--- src/rtl/systolic_pkg.sv ---
// Shared systolic-array types and constants, used by the MAC array and the psum drain.
package systolic_pkg;
  localparam int P_BITWIDTH = 24;
  localparam int ROW_CNT_W  = 16;
  typedef logic [P_BITWIDTH-1:0] psum_t;
endpackage

--- src/rtl/psum_drain_if.sv ---
// Column-input / row-output stream bundle of the psum drain.
interface psum_drain_if #(
  parameter int COLS       = 4,
  parameter int P_BITWIDTH = systolic_pkg::P_BITWIDTH
);
  import systolic_pkg::*;

  logic [COLS-1:0]            col_valid;
  logic [COLS*P_BITWIDTH-1:0] col_psum;
  logic                       out_valid;
  logic                       out_ready;
  logic [COLS*P_BITWIDTH-1:0] out_data;
  logic                       almost_full;
  logic                       overflow;
  logic [ROW_CNT_W-1:0]       row_cnt;

  modport master (
    output col_valid, col_psum, out_ready,
    input  out_valid, out_data, almost_full, overflow, row_cnt
  );

  modport slave (
    input  col_valid, col_psum, out_ready,
    output out_valid, out_data, almost_full, overflow, row_cnt
  );
endinterface

--- src/rtl/psum_col_fifo.sv ---
// Single-column synchronous FIFO; a push into a full FIFO is accepted only alongside a pop.
module psum_col_fifo #(
  parameter int P_BITWIDTH = systolic_pkg::P_BITWIDTH,
  parameter int DEPTH      = 4
) (
  input  logic                    clk,
  input  logic                    rst,
  input  logic                    push,
  input  logic [P_BITWIDTH-1:0]   din,
  input  logic                    pop,
  output logic [P_BITWIDTH-1:0]   dout,
  output logic [$clog2(DEPTH):0]  count,
  output logic                    full,
  output logic                    empty
);
  localparam int PW = $clog2(DEPTH);
  localparam int CW = PW + 1;

  logic [P_BITWIDTH-1:0] mem_q [DEPTH];
  logic [PW-1:0]         wr_ptr_q, wr_ptr_d;
  logic [PW-1:0]         rd_ptr_q, rd_ptr_d;
  logic [CW-1:0]         count_q, count_d;
  logic                  wr_en, rd_en;

  assign empty = (count_q == '0);
  assign full  = (count_q == CW'(DEPTH));
  assign rd_en = pop & ~empty;
  assign wr_en = push & (~full | rd_en);

  always_comb begin
    wr_ptr_d = wr_ptr_q + PW'(wr_en);
    rd_ptr_d = rd_ptr_q + PW'(rd_en);
    count_d  = count_q + CW'(wr_en) - CW'(rd_en);
  end

  always_ff @(posedge clk) begin
    if (rst) begin
      wr_ptr_q <= '0;
      rd_ptr_q <= '0;
      count_q  <= '0;
    end else begin
      wr_ptr_q <= wr_ptr_d;
      rd_ptr_q <= rd_ptr_d;
      count_q  <= count_d;
    end
  end

  // Storage carries no reset; the pointers alone decide what is valid.
  always_ff @(posedge clk) begin
    if (wr_en) mem_q[wr_ptr_q] <= din;
  end

  assign dout  = mem_q[rd_ptr_q];
  assign count = count_q;
endmodule

--- src/rtl/psum_drain.sv ---
// De-skews bottom-row partial sums into whole rows on a valid/ready stream.
// Optional macro PSUM_DRAIN_RELU_EN clamps negative output slices to zero on the read path.
module psum_drain #(
  parameter int COLS       = 4,
  parameter int P_BITWIDTH = systolic_pkg::P_BITWIDTH,
  parameter int DEPTH      = 4,
  parameter int AF_THRESH  = 2
) (
  input  logic        clk,
  input  logic        rst,
  psum_drain_if.slave bus
);
  import systolic_pkg::*;

  localparam int CW = $clog2(DEPTH) + 1;

  logic [COLS-1:0]       push, full, empty;
  logic [CW-1:0]         count [COLS];
  logic [P_BITWIDTH-1:0] head  [COLS];
  logic                  row_vld, pop;
  logic                  almost_full_q, almost_full_d;
  logic                  overflow_q, overflow_d;
  logic [ROW_CNT_W-1:0]  row_cnt_q, row_cnt_d;

  assign push    = bus.col_valid;
  assign row_vld = &(~empty);
  assign pop     = row_vld & bus.out_ready;

  for (genvar c = 0; c < COLS; c++) begin : g_col
    psum_col_fifo #(
      .P_BITWIDTH (P_BITWIDTH),
      .DEPTH      (DEPTH)
    ) u_fifo (
      .clk   (clk),
      .rst   (rst),
      .push  (push[c]),
      .din   (bus.col_psum[c*P_BITWIDTH +: P_BITWIDTH]),
      .pop   (pop),
      .dout  (head[c]),
      .count (count[c]),
      .full  (full[c]),
      .empty (empty[c])
    );
  end

  // Status looks ahead to the post-edge counts so almost_full is timely for the controller.
  always_comb begin
    int cnt_nxt;
    cnt_nxt       = 0;
    almost_full_d = 1'b0;
    overflow_d    = overflow_q;
    row_cnt_d     = row_cnt_q + ROW_CNT_W'(pop);
    for (int c = 0; c < COLS; c++) begin
      cnt_nxt = int'(count[c]) + int'(push[c] & (~full[c] | pop)) - int'(pop);
      if (cnt_nxt >= AF_THRESH) almost_full_d = 1'b1;
      if (push[c] && full[c] && !pop) overflow_d = 1'b1;
    end
  end

  always_ff @(posedge clk) begin
    if (rst) begin
      almost_full_q <= 1'b0;
      overflow_q    <= 1'b0;
      row_cnt_q     <= '0;
    end else begin
      almost_full_q <= almost_full_d;
      overflow_q    <= overflow_d;
      row_cnt_q     <= row_cnt_d;
    end
  end

  always_comb begin
    logic [P_BITWIDTH-1:0] slice;
    slice        = '0;
    bus.out_data = '0;
    for (int c = 0; c < COLS; c++) begin
      slice = row_vld ? head[c] : '0;
`ifdef PSUM_DRAIN_RELU_EN
      if (slice[P_BITWIDTH-1]) slice = '0;
`endif
      bus.out_data[c*P_BITWIDTH +: P_BITWIDTH] = slice;
    end
  end

  assign bus.out_valid   = row_vld;
  assign bus.almost_full = almost_full_q;
  assign bus.overflow    = overflow_q;
  assign bus.row_cnt     = row_cnt_q;
endmodule

--- src/flat_wrapper.sv ---
// flat-port wrapper written by rule: the top's interface ports become plain ports
module psum_drain_flat import systolic_pkg::*;
#(
  parameter int COLS       = 4,
  parameter int P_BITWIDTH = systolic_pkg::P_BITWIDTH,
  parameter int DEPTH      = 4,
  parameter int AF_THRESH  = 2
)
  (clk, rst, bus_col_valid, bus_col_psum, bus_out_ready, bus_out_valid, bus_out_data, bus_almost_full, bus_overflow, bus_row_cnt);
  psum_drain_if #(.COLS(COLS), .P_BITWIDTH(P_BITWIDTH)) bus_i ();
  input  logic clk;
  input  logic rst;
  input wire logic [$bits(bus_i.col_valid)-1:0] bus_col_valid;
  input wire logic [$bits(bus_i.col_psum)-1:0] bus_col_psum;
  input wire logic [$bits(bus_i.out_ready)-1:0] bus_out_ready;
  output wire logic [$bits(bus_i.out_valid)-1:0] bus_out_valid;
  output wire logic [$bits(bus_i.out_data)-1:0] bus_out_data;
  output wire logic [$bits(bus_i.almost_full)-1:0] bus_almost_full;
  output wire logic [$bits(bus_i.overflow)-1:0] bus_overflow;
  output wire logic [$bits(bus_i.row_cnt)-1:0] bus_row_cnt;
  assign bus_i.col_valid = bus_col_valid;
  assign bus_i.col_psum = bus_col_psum;
  assign bus_i.out_ready = bus_out_ready;
  assign bus_out_valid = bus_i.out_valid;
  assign bus_out_data = bus_i.out_data;
  assign bus_almost_full = bus_i.almost_full;
  assign bus_overflow = bus_i.overflow;
  assign bus_row_cnt = bus_i.row_cnt;
  psum_drain #(.COLS(COLS), .P_BITWIDTH(P_BITWIDTH), .DEPTH(DEPTH), .AF_THRESH(AF_THRESH)) u_core (.clk(clk), .rst(rst), .bus(bus_i));
endmodule
--- config.mk ---
export PLATFORM = sky130hd
export DESIGN_NAME = psum_drain_flat
export DESIGN_NICKNAME = d
export VERILOG_FILES = /design/src/rtl/systolic_pkg.sv /design/src/rtl/psum_drain_if.sv /design/src/rtl/psum_col_fifo.sv /design/src/rtl/psum_drain.sv /design/src/flat_wrapper.sv
export SDC_FILE = /design/constraint.sdc
export NUM_CORES = 1
export LEC_CHECK = 0
export BUFFER_PORTS_ARGS = -buffer_cell sky130_fd_sc_hd__buf_2
export CORE_MARGIN = 3
export CORE_UTILIZATION = 50
export CTS_BUF_LIST = sky130_fd_sc_hd__clkbuf_4
export DETAILED_ROUTE_END_ITERATION = 8
export GPL_TIMING_DRIVEN = 0
export PLACE_DENSITY = 0.7
export SLEW_MARGIN = 40
export SYNTH_ARGS = -nofsm -noshare
export SYNTH_HDL_FRONTEND = slang
export SYNTH_SLANG_ARGS = --single-unit
export TNS_END_PERCENT = 10
--- constraint.sdc ---
create_clock -name clk -period 5.7 [get_ports clk]
set_input_delay 0.57 -clock clk [delete_from_list [all_inputs] [get_ports clk]]
set_output_delay 0.57 -clock clk [all_outputs]
set_load 0.005 [all_outputs]
=== After elaboration in Yosys (flattened, before gate mapping) ===
Memories as Yosys holds them, arrays and structs flattened. A register that Yosys moved wholly into a read port is not among the register bits.
Index checks and enable logic that the tools add are counted.

* Memory bits (writable): 384
* Register bits: 46
* Output and inout port bits: 115
* Memories kept: 4
* Input port bits: 103
* Word-level logic and storage cells: 125

{| class="wikitable"
|+ Memories
! memory !! depth !! bits a word !! rd ports !! clocked after memory_dff !! wr ports !! RTL line !! source
|-
| u_core.g_col[0].u_fifo.mem_q || 4 || 24 || 1 || 1 || 1 || psum_col_fifo.sv:19 || <nowiki>logic [P_BITWIDTH-1:0] mem_q [DEPTH];</nowiki>
|-
| u_core.g_col[1].u_fifo.mem_q || 4 || 24 || 1 || 1 || 1 || psum_col_fifo.sv:19 ||
|-
| u_core.g_col[2].u_fifo.mem_q || 4 || 24 || 1 || 1 || 1 || psum_col_fifo.sv:19 ||
|-
| u_core.g_col[3].u_fifo.mem_q || 4 || 24 || 1 || 1 || 1 || psum_col_fifo.sv:19 ||
|}

* Add/subtract/negate cells: 25
* Multiplexer cells: 24
* Reduce and logical (&&, ||, !) cells: 15
* $lt $le $gt $ge: 4
* Equal/unequal tests: 4
* Bitwise logic cells: 34

{| class="wikitable"
|+ Operator list
! cell !! number
|-
| adder 4 x 32 -> 32 bit || 4
|-
| AND 1 x 32 -> 32 bit || 4
|-
| greater-or-equal comparator 32 x 3 -> 1 bit (second input constant) || 4
|-
| NOT 1 -> 32 bit || 4
|-
| bitwise OR 32 x 1 -> 32 bit || 4
|-
| subtractor 32 x 2 -> 32 bit || 4
|-
| two-way mux 24 bit || 4
|-
| adder 16 x 1 -> 16 bit || 1
|-
| adder 2 x 1 -> 2 bit || 8
|-
| two-way mux 1 bit || 16
|-
| adder 3 x 1 -> 3 bit || 4
|-
| == test 3 bit (second input constant) || 4
|-
| zero test 3 bit || 4
|-
| subtractor 3 x 1 -> 3 bit || 4
|-
| AND 1 bit || 9
|-
| logical AND 1 bit || 8
|-
| two-way mux 2 bit || 4
|-
| NOT 1 bit || 8
|-
| NOT 4 bit || 1
|-
| bitwise OR 1 bit || 4
|-
| AND reduction 4 bit || 1
|-
| nonzero test 4 bit || 1
|-
| zero test 1 bit || 1
|}

=== Depth between registers and ports, before layout ===
Gate-level depths: netlist (run 1).

* Word-level depth: 13
* Mapped depth: 16
* Depth with buffers taken out: 14

=== Modules after synthesis ===
From an unflattened synthesis (run 1), not the netlist that was laid out.

* Cells, all modules: 933
* Area total of the unflattened synthesis: 17737.0 µm²

{| class="wikitable"
|+ Modules (own cells, without submodules)
! module !! seq. area each (µm²) !! cells each !! times used !! area an instance (µm²)
|-
| psum_col_fifo || 3022.9 || 163 || 4 || 3900.0
|-
| psum_drain || 360.3 || 281 || 1 || 2137.0
|}

=== Worst setup path before layout (run 1) ===
No wires, ideal clock.

* Kind: register to register
* From: register u_core.g_col[3].u_fifo.count_q[1]
* To: memory u_core.g_col[0].u_fifo.mem_q[0][0], enable pin
* Data required time: 5.225 ns
* Cell stages (with the launch flop): 7
* Path buffers: 1
* Slack: 1.311 ns
* Clock period less this slack: 4.389 ns
* Arrival time: 3.914 ns
* Library setup time: 0.475 ns
* Path through: dfxtp_1 > nor3_1 > or4_1 > clkbuf_2 > inv_2 > a21oi_1 > nor4b_1

* Cells in the longest elaborated chain, start to end: 9

{| class="wikitable"
|+ Ends and longest elaborated chain
! item !! RTL line !! source
|-
| start: declaration || psum_col_fifo.sv:22 || <nowiki>logic [CW-1:0] count_q, count_d;</nowiki>
|-
| start signal: assignment || psum_col_fifo.sv:44 || <nowiki>count_q <= count_d;</nowiki>
|-
| zero test 3 bit || psum_col_fifo.sv:25 || <nowiki>assign empty = (count_q == '0);</nowiki>
|-
| NOT 4 bit || psum_drain.sv:26 || <nowiki>assign row_vld = &(~empty);</nowiki>
|-
| AND reduction 4 bit || psum_drain.sv:26 ||
|-
| AND 1 bit || psum_drain.sv:27 || <nowiki>assign pop = row_vld & bus.out_ready;</nowiki>
|-
| AND 1 bit || psum_col_fifo.sv:27 || <nowiki>assign rd_en = pop & ~empty;</nowiki>
|-
| bitwise OR 1 bit || psum_col_fifo.sv:28 || <nowiki>assign wr_en = push & (~full | rd_en);</nowiki>
|-
| AND 1 bit || psum_col_fifo.sv:28 ||
|-
| two-way mux 1 bit || psum_col_fifo.sv:50 || <nowiki>if (wr_en) mem_q[wr_ptr_q] <= din;</nowiki>
|-
| two-way mux 1 bit (not written as such) || psum_col_fifo.sv:50 ||
|-
| end: declaration || psum_col_fifo.sv:19 ||
|}

Every way passes these cells.

=== Worst setup path in the final report (run 1) ===
* From: register u_core.g_col[1].u_fifo.count_q[0]
* To: output port bus_out_data[26]

* Cells in the longest elaborated chain, start to end: 4

{| class="wikitable"
|+ Ends and longest elaborated chain
! item !! RTL line !! source
|-
| start: declaration || psum_col_fifo.sv:22 ||
|-
| start signal: assignment || psum_col_fifo.sv:44 ||
|-
| zero test 3 bit || psum_col_fifo.sv:25 ||
|-
| NOT 4 bit || psum_drain.sv:26 ||
|-
| AND reduction 4 bit || psum_drain.sv:26 ||
|-
| two-way mux 24 bit || psum_drain.sv:77 || <nowiki>slice = row_vld ? head[c] : '0;</nowiki>
|-
| end: declaration || flat_wrapper.sv:17 || <nowiki>output wire logic [$bits(bus_i.out_data)-1:0] bus_out_data;</nowiki>
|}

Every way passes these cells.

==> results of run 1 <==
[final timing paths]
| path | start | to | slack (ps) |
|---|---|---|---|
| setup / recovery | u_core.g_col[1].u_fifo.count[0] | bus_out_data[26] | 1780 |
| hold / removal | rst | u_core.bus.row_cnt[15] | 260 |
| setup reg to reg | u_core.g_col[1].u_fifo.count[0] | u_core.bus.almost_full | 1900 |
| hold reg to reg | u_core.bus.overflow | u_core.bus.overflow | 450 |
[registers in the layout (all words and copies together), names as in the netlist]
signal and flops:
u_core.g_col.u_fifo.wr_ptr_q 8, u_core.bus.overflow 1, u_core.bus.row_cnt 16, u_core.g_col.u_fifo.count 12, u_core.g_col.u_fifo.rd_ptr_q 8, u_core.bus.almost_full 1
u_core.g_col.u_fifo.mem_q 384
[power by group]
group          total, mW  internal, mW  leakage (nW)  switching (mW)
Combinational       1.45         0.714          3.48           0.735
Clock               2.47          1.31         0.775            1.16
Sequential          3.92          3.79          3.90           0.126
Total               7.83          5.81          8.15            2.02
[synth_stat cells, types with 3 or more instances]
master / instances
a21oi_1: 16
and2_1: 96
and4b_1: 5
buf_1: 9
buf_2: 6
clkbuf_1: 24
dfxtp_1: 46
edfxtp_1: 384
fa_1: 8
ha_1: 37
inv_1: 29
mux2_2: 3
mux4_2: 96
nand2_1: 7
nand3_1: 6
nand4_1: 4
nor2_1: 39
nor2b_1: 24
nor3_1: 4
nor4b_1: 4
nor4bb_1: 12
o211ai_1: 3
o21ai_0: 8
o31ai_1: 3
or3_1: 6
or3_2: 3
or4_1: 4
xnor2_1: 17
xor2_1: 5
[cells by family after synthesis]
logic type	share of synthesized area (%)
DFF	71.6
and+or+nand+nor	7.78
muxes	12.6
buffers and inverters	1.80
adders and majority gates	3.58
AOI/OAI and AO/OA	1.48
xor gates and xnor gates	1.11
[layer usage]
metal | vias to the layer above | GRT usage, %
met5 | - | 0
met4 | 2 | 7.28
met3 | 56 | 5.00
met2 | 311 | 33.2
met1 | 5026 | 26.4
li1 | 4680 | -
[timing repair]
item,CTS,global route
setup buffers,0,0
hold buffers,96,0
endpoints found under the setup margin,0,0
hold endpoints to repair,384,0
[worst max-delay path: stages, from the launching register on]
cell	delay [ps]
dfxtp_1	420
nor3_1	100
or4_1	510
clkbuf_2	200
inv_2	170
buf_4	260
clkbuf_1	520
and2_1	270
buf_2	130
[cell type report]
class | count | area [um^2] | share of cell area (%)
Antenna cell | 2 | 5.00 | 0.0229
Buffer | 44 | 205 | 0.940
Clock buffer | 152 | 1140 | 5.23
Clock inverter | 31 | 179 | 0.819
Inverter | 31 | 116 | 0.533
Multi-Input combinational cell | 428 | 4770 | 21.9
Sequential cell | 430 | 12500 | 57.0
Tap cell | 448 | 561 | 2.57
Timing Repair Buffer | 365 | 2400 | 11.0
[stage by stage]
step	TNS, ps	util [%]	worst slack (ps)	total power [mW]	std cells
3_3_place_gp	-219060	56.2	-1080	5.25	1598
5_1_grt	0	64.5	1520	8.30	1931
2_1_floorplan	0	-	1310	4.84	933
3_5_place_dp	0	57.7	1920	5.39	1650
4_1_cts	0	64.5	1660	7.93	1929
6_report	0	64.5	1780	7.83	1931
==> metrics.txt, run 1 <==
syn avg cell area 18.6 um^2; Starting Density 51.3%; Fin Hold WS 264 ps; Setup violations, final 0; Yosys reg bits 430; critical path launch point type register; GRT Residual Overflow 0; period utilization 68.8%; number of flops mapped to enable cells by yosys 384; Post-Syn Area 17,400 um^2; Avg WL per Cell 18.8 um; Root Driver clkbuf_4; ANT nets after route 0; largest net degree at the start of global routing 25; Worst Hold Class in2reg; fillers 2,511; routed vias 10,075; CP max FO 10; top-area cell type share of the netlist area 66.3%; initial antenna violation count 2; fraction of registers with async set/reset 0%; final WL 36,200 um; DR WL met3 2230 um; min Tclk post-route 3920 ps; first-pass GRT wire length 57,600 um; Tightest Pin Transition 741 ps; metal2 WL 18,300 um; R2R cell count 16; Pwr per Cell Area 359 nW/um^2; CP endpoint kind output pin; fmax 0.255 GHz; 1st-pass router iterations 4; Cells after Synth 933; WS Path Type reg2out; total die area 37,000 um^2; row count 67; H-Tree Depth 3; M1 WL 15,000 um; leak pwr 8.15 nW; IO buf count 217; Top FF cell, synth edfxtp_1; Initial DRC Count 409; RSZ-0062 raised after global routing no; total of max-cap violations 0; Rel. slew slack 50.6%; top layer in use met5; cts bufs inserted 104; critical path arrival 3350 ps; # resized after CTS 0; share of layout cells above drive strength 1 38.6%; area of placed instances 19,500 um^2; CTS sink count 430; CTS tree built; final instance area 21,800 um^2; Setup Skew 44.4 ps; Final nets 1,552; sequential share of the synthesized area 71.6%; core area 33,900 um^2; area grow syn2layout 25.6%; Hold Vio Cnt, Final 0; post-detail-place hpwl 23,800 um; Worst-Skew Late Latency 760 ps; commonest non-fill, non-tap cell in the layout edfxtp_1; Syn Nets 1,081; Crit path required time 5130 ps; GPL Wtd Cong 0.788; Die X 192 um; Netlist cell types 50; vias in the first global route 10,795; most frequent cells in the layout edfxtp_1, buf_2, clkbuf_4; vias per cell 5.22; All-Layer GR Usage 20.2%; Residual DRC 0; Final Max Tran Viols 0; Synth Warn # 0; Die Y 192 um; clock buffer depth 3; WHS Path Cells 3; dominant cell type by area after synthesis edfxtp_1; # IOs 218; outcome finished, final reports clean; Area contributors post-synth edfxtp_1, mux4_2, dfxtp_1; Worst-path clk slew 60 ps; Max VDD drop 0.239 mV
No activity file was read; power rests on OpenSTA's default activity.
==> run 2, diff against run 1 <==
--- a/config.mk
+++ b/config.mk
@@ -5,6 +5,7 @@
 export SDC_FILE = /design/constraint.sdc
 export NUM_CORES = 1
 export LEC_CHECK = 0
+export ABC_AREA = 1
 export BUFFER_PORTS_ARGS = -buffer_cell sky130_fd_sc_hd__buf_2
 export CORE_MARGIN = 3
 export CORE_UTILIZATION = 50
==> constraint.sdc (replaced) <==
create_clock -name clk -period 3.93 [get_ports clk]
set_input_delay 0.393 -clock clk [delete_from_list [all_inputs] [get_ports clk]]
set_output_delay 0.393 -clock clk [all_outputs]
set_load 0.005 [all_outputs]
==> run 2 against run 1 <==
Hold slack got worse by 1.7 ps; first-iteration DRC count rose by 130%; power rose by 47%; setup slack got worse by 1300 ps; sequential power rose by 45%; largest power group unchanged; sequential cell count did not move; count of clock-buffer cells in the layout rose by 19; cell count rose by 32%; area after synthesis rose by 2.6%; sequential share of layout area fell by 1.5 points.
==> metrics.txt, run 2 <==
share of layout cells above drive strength 1 24.5%; vias per cell 5.16; setup ws final 507 ps; most frequent cells in the layout edfxtp_1, nor2_1, buf_2, inv_1, clkbuf_4; commonest non-fill, non-tap cell in the layout edfxtp_1; row count 68; largest net degree at the start of global routing 15; leak pwr 9.62 nW; compound-cell area share of the yosys netlist 8.39%; simple-gate portion of the synthesized area 12.1%; outcome finished, final reports clean; Yosys reg bits 430; initial antenna violation count 3; period utilization 87.1%; Post-Syn Area 17,800 um^2; sequential share of the synthesized area 69.8%; IO buf count 217; Netlist cell types 32; Post-synth top cells edfxtp_1, nor2_1, inv_1; M1 WL 17,900 um; Pwr per Cell Area 513 nW/um^2; largest family of logic cells by synthesized area simple AND/OR/NAND/NOR gates; cts bufs inserted 109; Tightest Pin Transition 631 ps; All-Layer GR Usage 22.1%; Setup violations, final 0; total die area 38,000 um^2; CP max FO 10; Cells after Synth 1,506; vias in the first global route 13,400; Synth Warn # 0; critical path launch point type register; Post-Synth XOR/XNOR Area 0.638%; fraction of registers with async set/reset 0%; Top FF cell, synth edfxtp_1; Largest Register u_core.g_col.u_fifo.mem_q; Syn Nets 1,654; Avg WL per Cell 16.9 um; syn avg cell area 11.8 um^2; first-pass GRT wire length 67,400 um; area grow syn2layout 25.8%; Setup Skew 58.8 ps; Initial DRC Count 933; CTS tree built; Area contributors post-synth edfxtp_1, nor2_1, dfxtp_1; Starting Density 51.1%; max reg flops 384; top layer in use met5; number of flops mapped to enable cells by yosys 384; fmax 0.292 GHz; Fin Hold WS 262 ps; Die X 195 um; CP endpoint kind register; GRT Residual Overflow 0; critical path arrival 4050 ps; most common cell in the netlist edfxtp_1; Crit path required time 4560 ps; total of max-cap violations 0; Final nets 2,148; core area 34,900 um^2; DR WL met3 2550 um; 1st-pass router iterations 6; routed vias 13,137; min Tclk post-route 3420 ps; Final Max Tran Viols 0; GPL Wtd Cong 0.814; pre-CTS setup slack 505 ps; CTS sink count 430; H-Tree Depth 3; Worst-Skew Late Latency 790 ps; Worst Hold Class in2reg; clock buffer depth 3; Hold Vio Cnt, Final 0; # IOs 218; Residual DRC 0; top-area cell type share of the netlist area 64.7%; metal2 WL 21,700 um; post-detail-place hpwl 28,600 um; Die Y 195 um; RSZ-0062 raised after global routing no; Max VDD drop 0.347 mV; Rel. slew slack 57.9%; mux cell area share after synthesis 0%; ANT nets after route 0; post-synthesis adder-cell area fraction 3.49%; Worst-path clk slew 70 ps; WS Path Type reg2reg; Root Driver clkbuf_4; dominant cell type by area after synthesis edfxtp_1; final WL 42,900 um
-- run 2: cell count changes after synthesis, sizes merged, moves of 24 or more --
cell | previous run | this run
nor2 | 39 | 347
o32ai | 0 | 96
o21ai | 8 | 103
and2 | 97 | 3
inv | 31 | 177
nor2b | 24 | 0
mux4 | 96 | 0
nand2 | 8 | 147
-- run 2: kinds of logic (layout without fill, tap and decap cells) --
| kind of cell | count (synthesis) | count (layout) |
|---|---|---|
| other | 0 | 2 |
| and+or+nand+nor | 543 | 543 |
| xor gates and xnor gates | 13 | 13 |
| buffers and inverters | 252 | 834 |
| DFF | 430 | 430 |
| AOI/OAI and AO/OA | 223 | 223 |
| adders and majority gates | 45 | 45 |
-- run 2: layout make-up --
type / count / area (um^2)
clock inverters: 28 / 133
multi-input cells: 824 / 4480
flip-flops and latches: 430 / 12500
inverters: 177 / 664
well taps: 455 / 569
clock buffers: 171 / 1280
repair buffers: 383 / 2540
fillers: 2693 / 12400
plain buffers: 75 / 323
diodes: 2 / 5.00
-- run 2: per-layer routing --
metal	up-vias	track usage, %
met2	440	38.0
met4	2	8.34
met3	70	4.54
li1	6284	-
met5	-	0
met1	6341	27.8
-- run 2: timing repair --
item,in CTS,in global routing
buffers inserted,0,0
hold buffers,101,0
endpoints found under the hold margin,395,0
gates resized for setup,0,0
-- run 2: report_power, final --
group	internal (mW)	switching, mW	total, mW
registers	5.50	0.168	5.67
logic	0.835	1.23	2.06
clock network	2.03	1.75	3.78
-- run 2: path summary, 6_finish.rpt --
check                                  start                                  end  slack [ps]  cells past startpoint
min                         bus_col_valid[0]  u_core.g_col[0].u_fifo.mem_q[3][18]         260                      3
min reg2reg           u_core.bus.row_cnt[15]               u_core.bus.row_cnt[15]         480                      2
max reg2reg  u_core.g_col[0].u_fifo.count[1]               u_core.bus.almost_full         510                     19
max          u_core.g_col[0].u_fifo.count[1]               u_core.bus.almost_full         510                     19
-- run 2: critical path, stage by stage, from the launching register on --
cell	delay, ps
dfxtp_1	410
inv_1	130
nand3_1	140
nand2_1	130
nor2_8	330
nand2_2	220
buf_6	210
or2_1	260
ha_1	300
nand3_1	60
and2_1	170
ha_1	270
inv_1	30
nor2_1	90
nand3_1	90
a21oi_1	120
or2_2	120
nand2_1	40
nor2_1	130
nor2_1	50
-- run 2: stage by stage --
stage	util, %	instance area, um^2	total power [mW]	setup TNS, ps	std cells
after global routing	64.3	22400	12.2	0	2545
after floorplan	-	17800	6.96	0	1506
final	64.3	22400	11.5	0	2545
after CTS	64.3	22400	11.6	0	2543
after detailed placement	57.4	20000	7.75	0	2243
after global placement	55.9	19500	7.54	-419340	2178
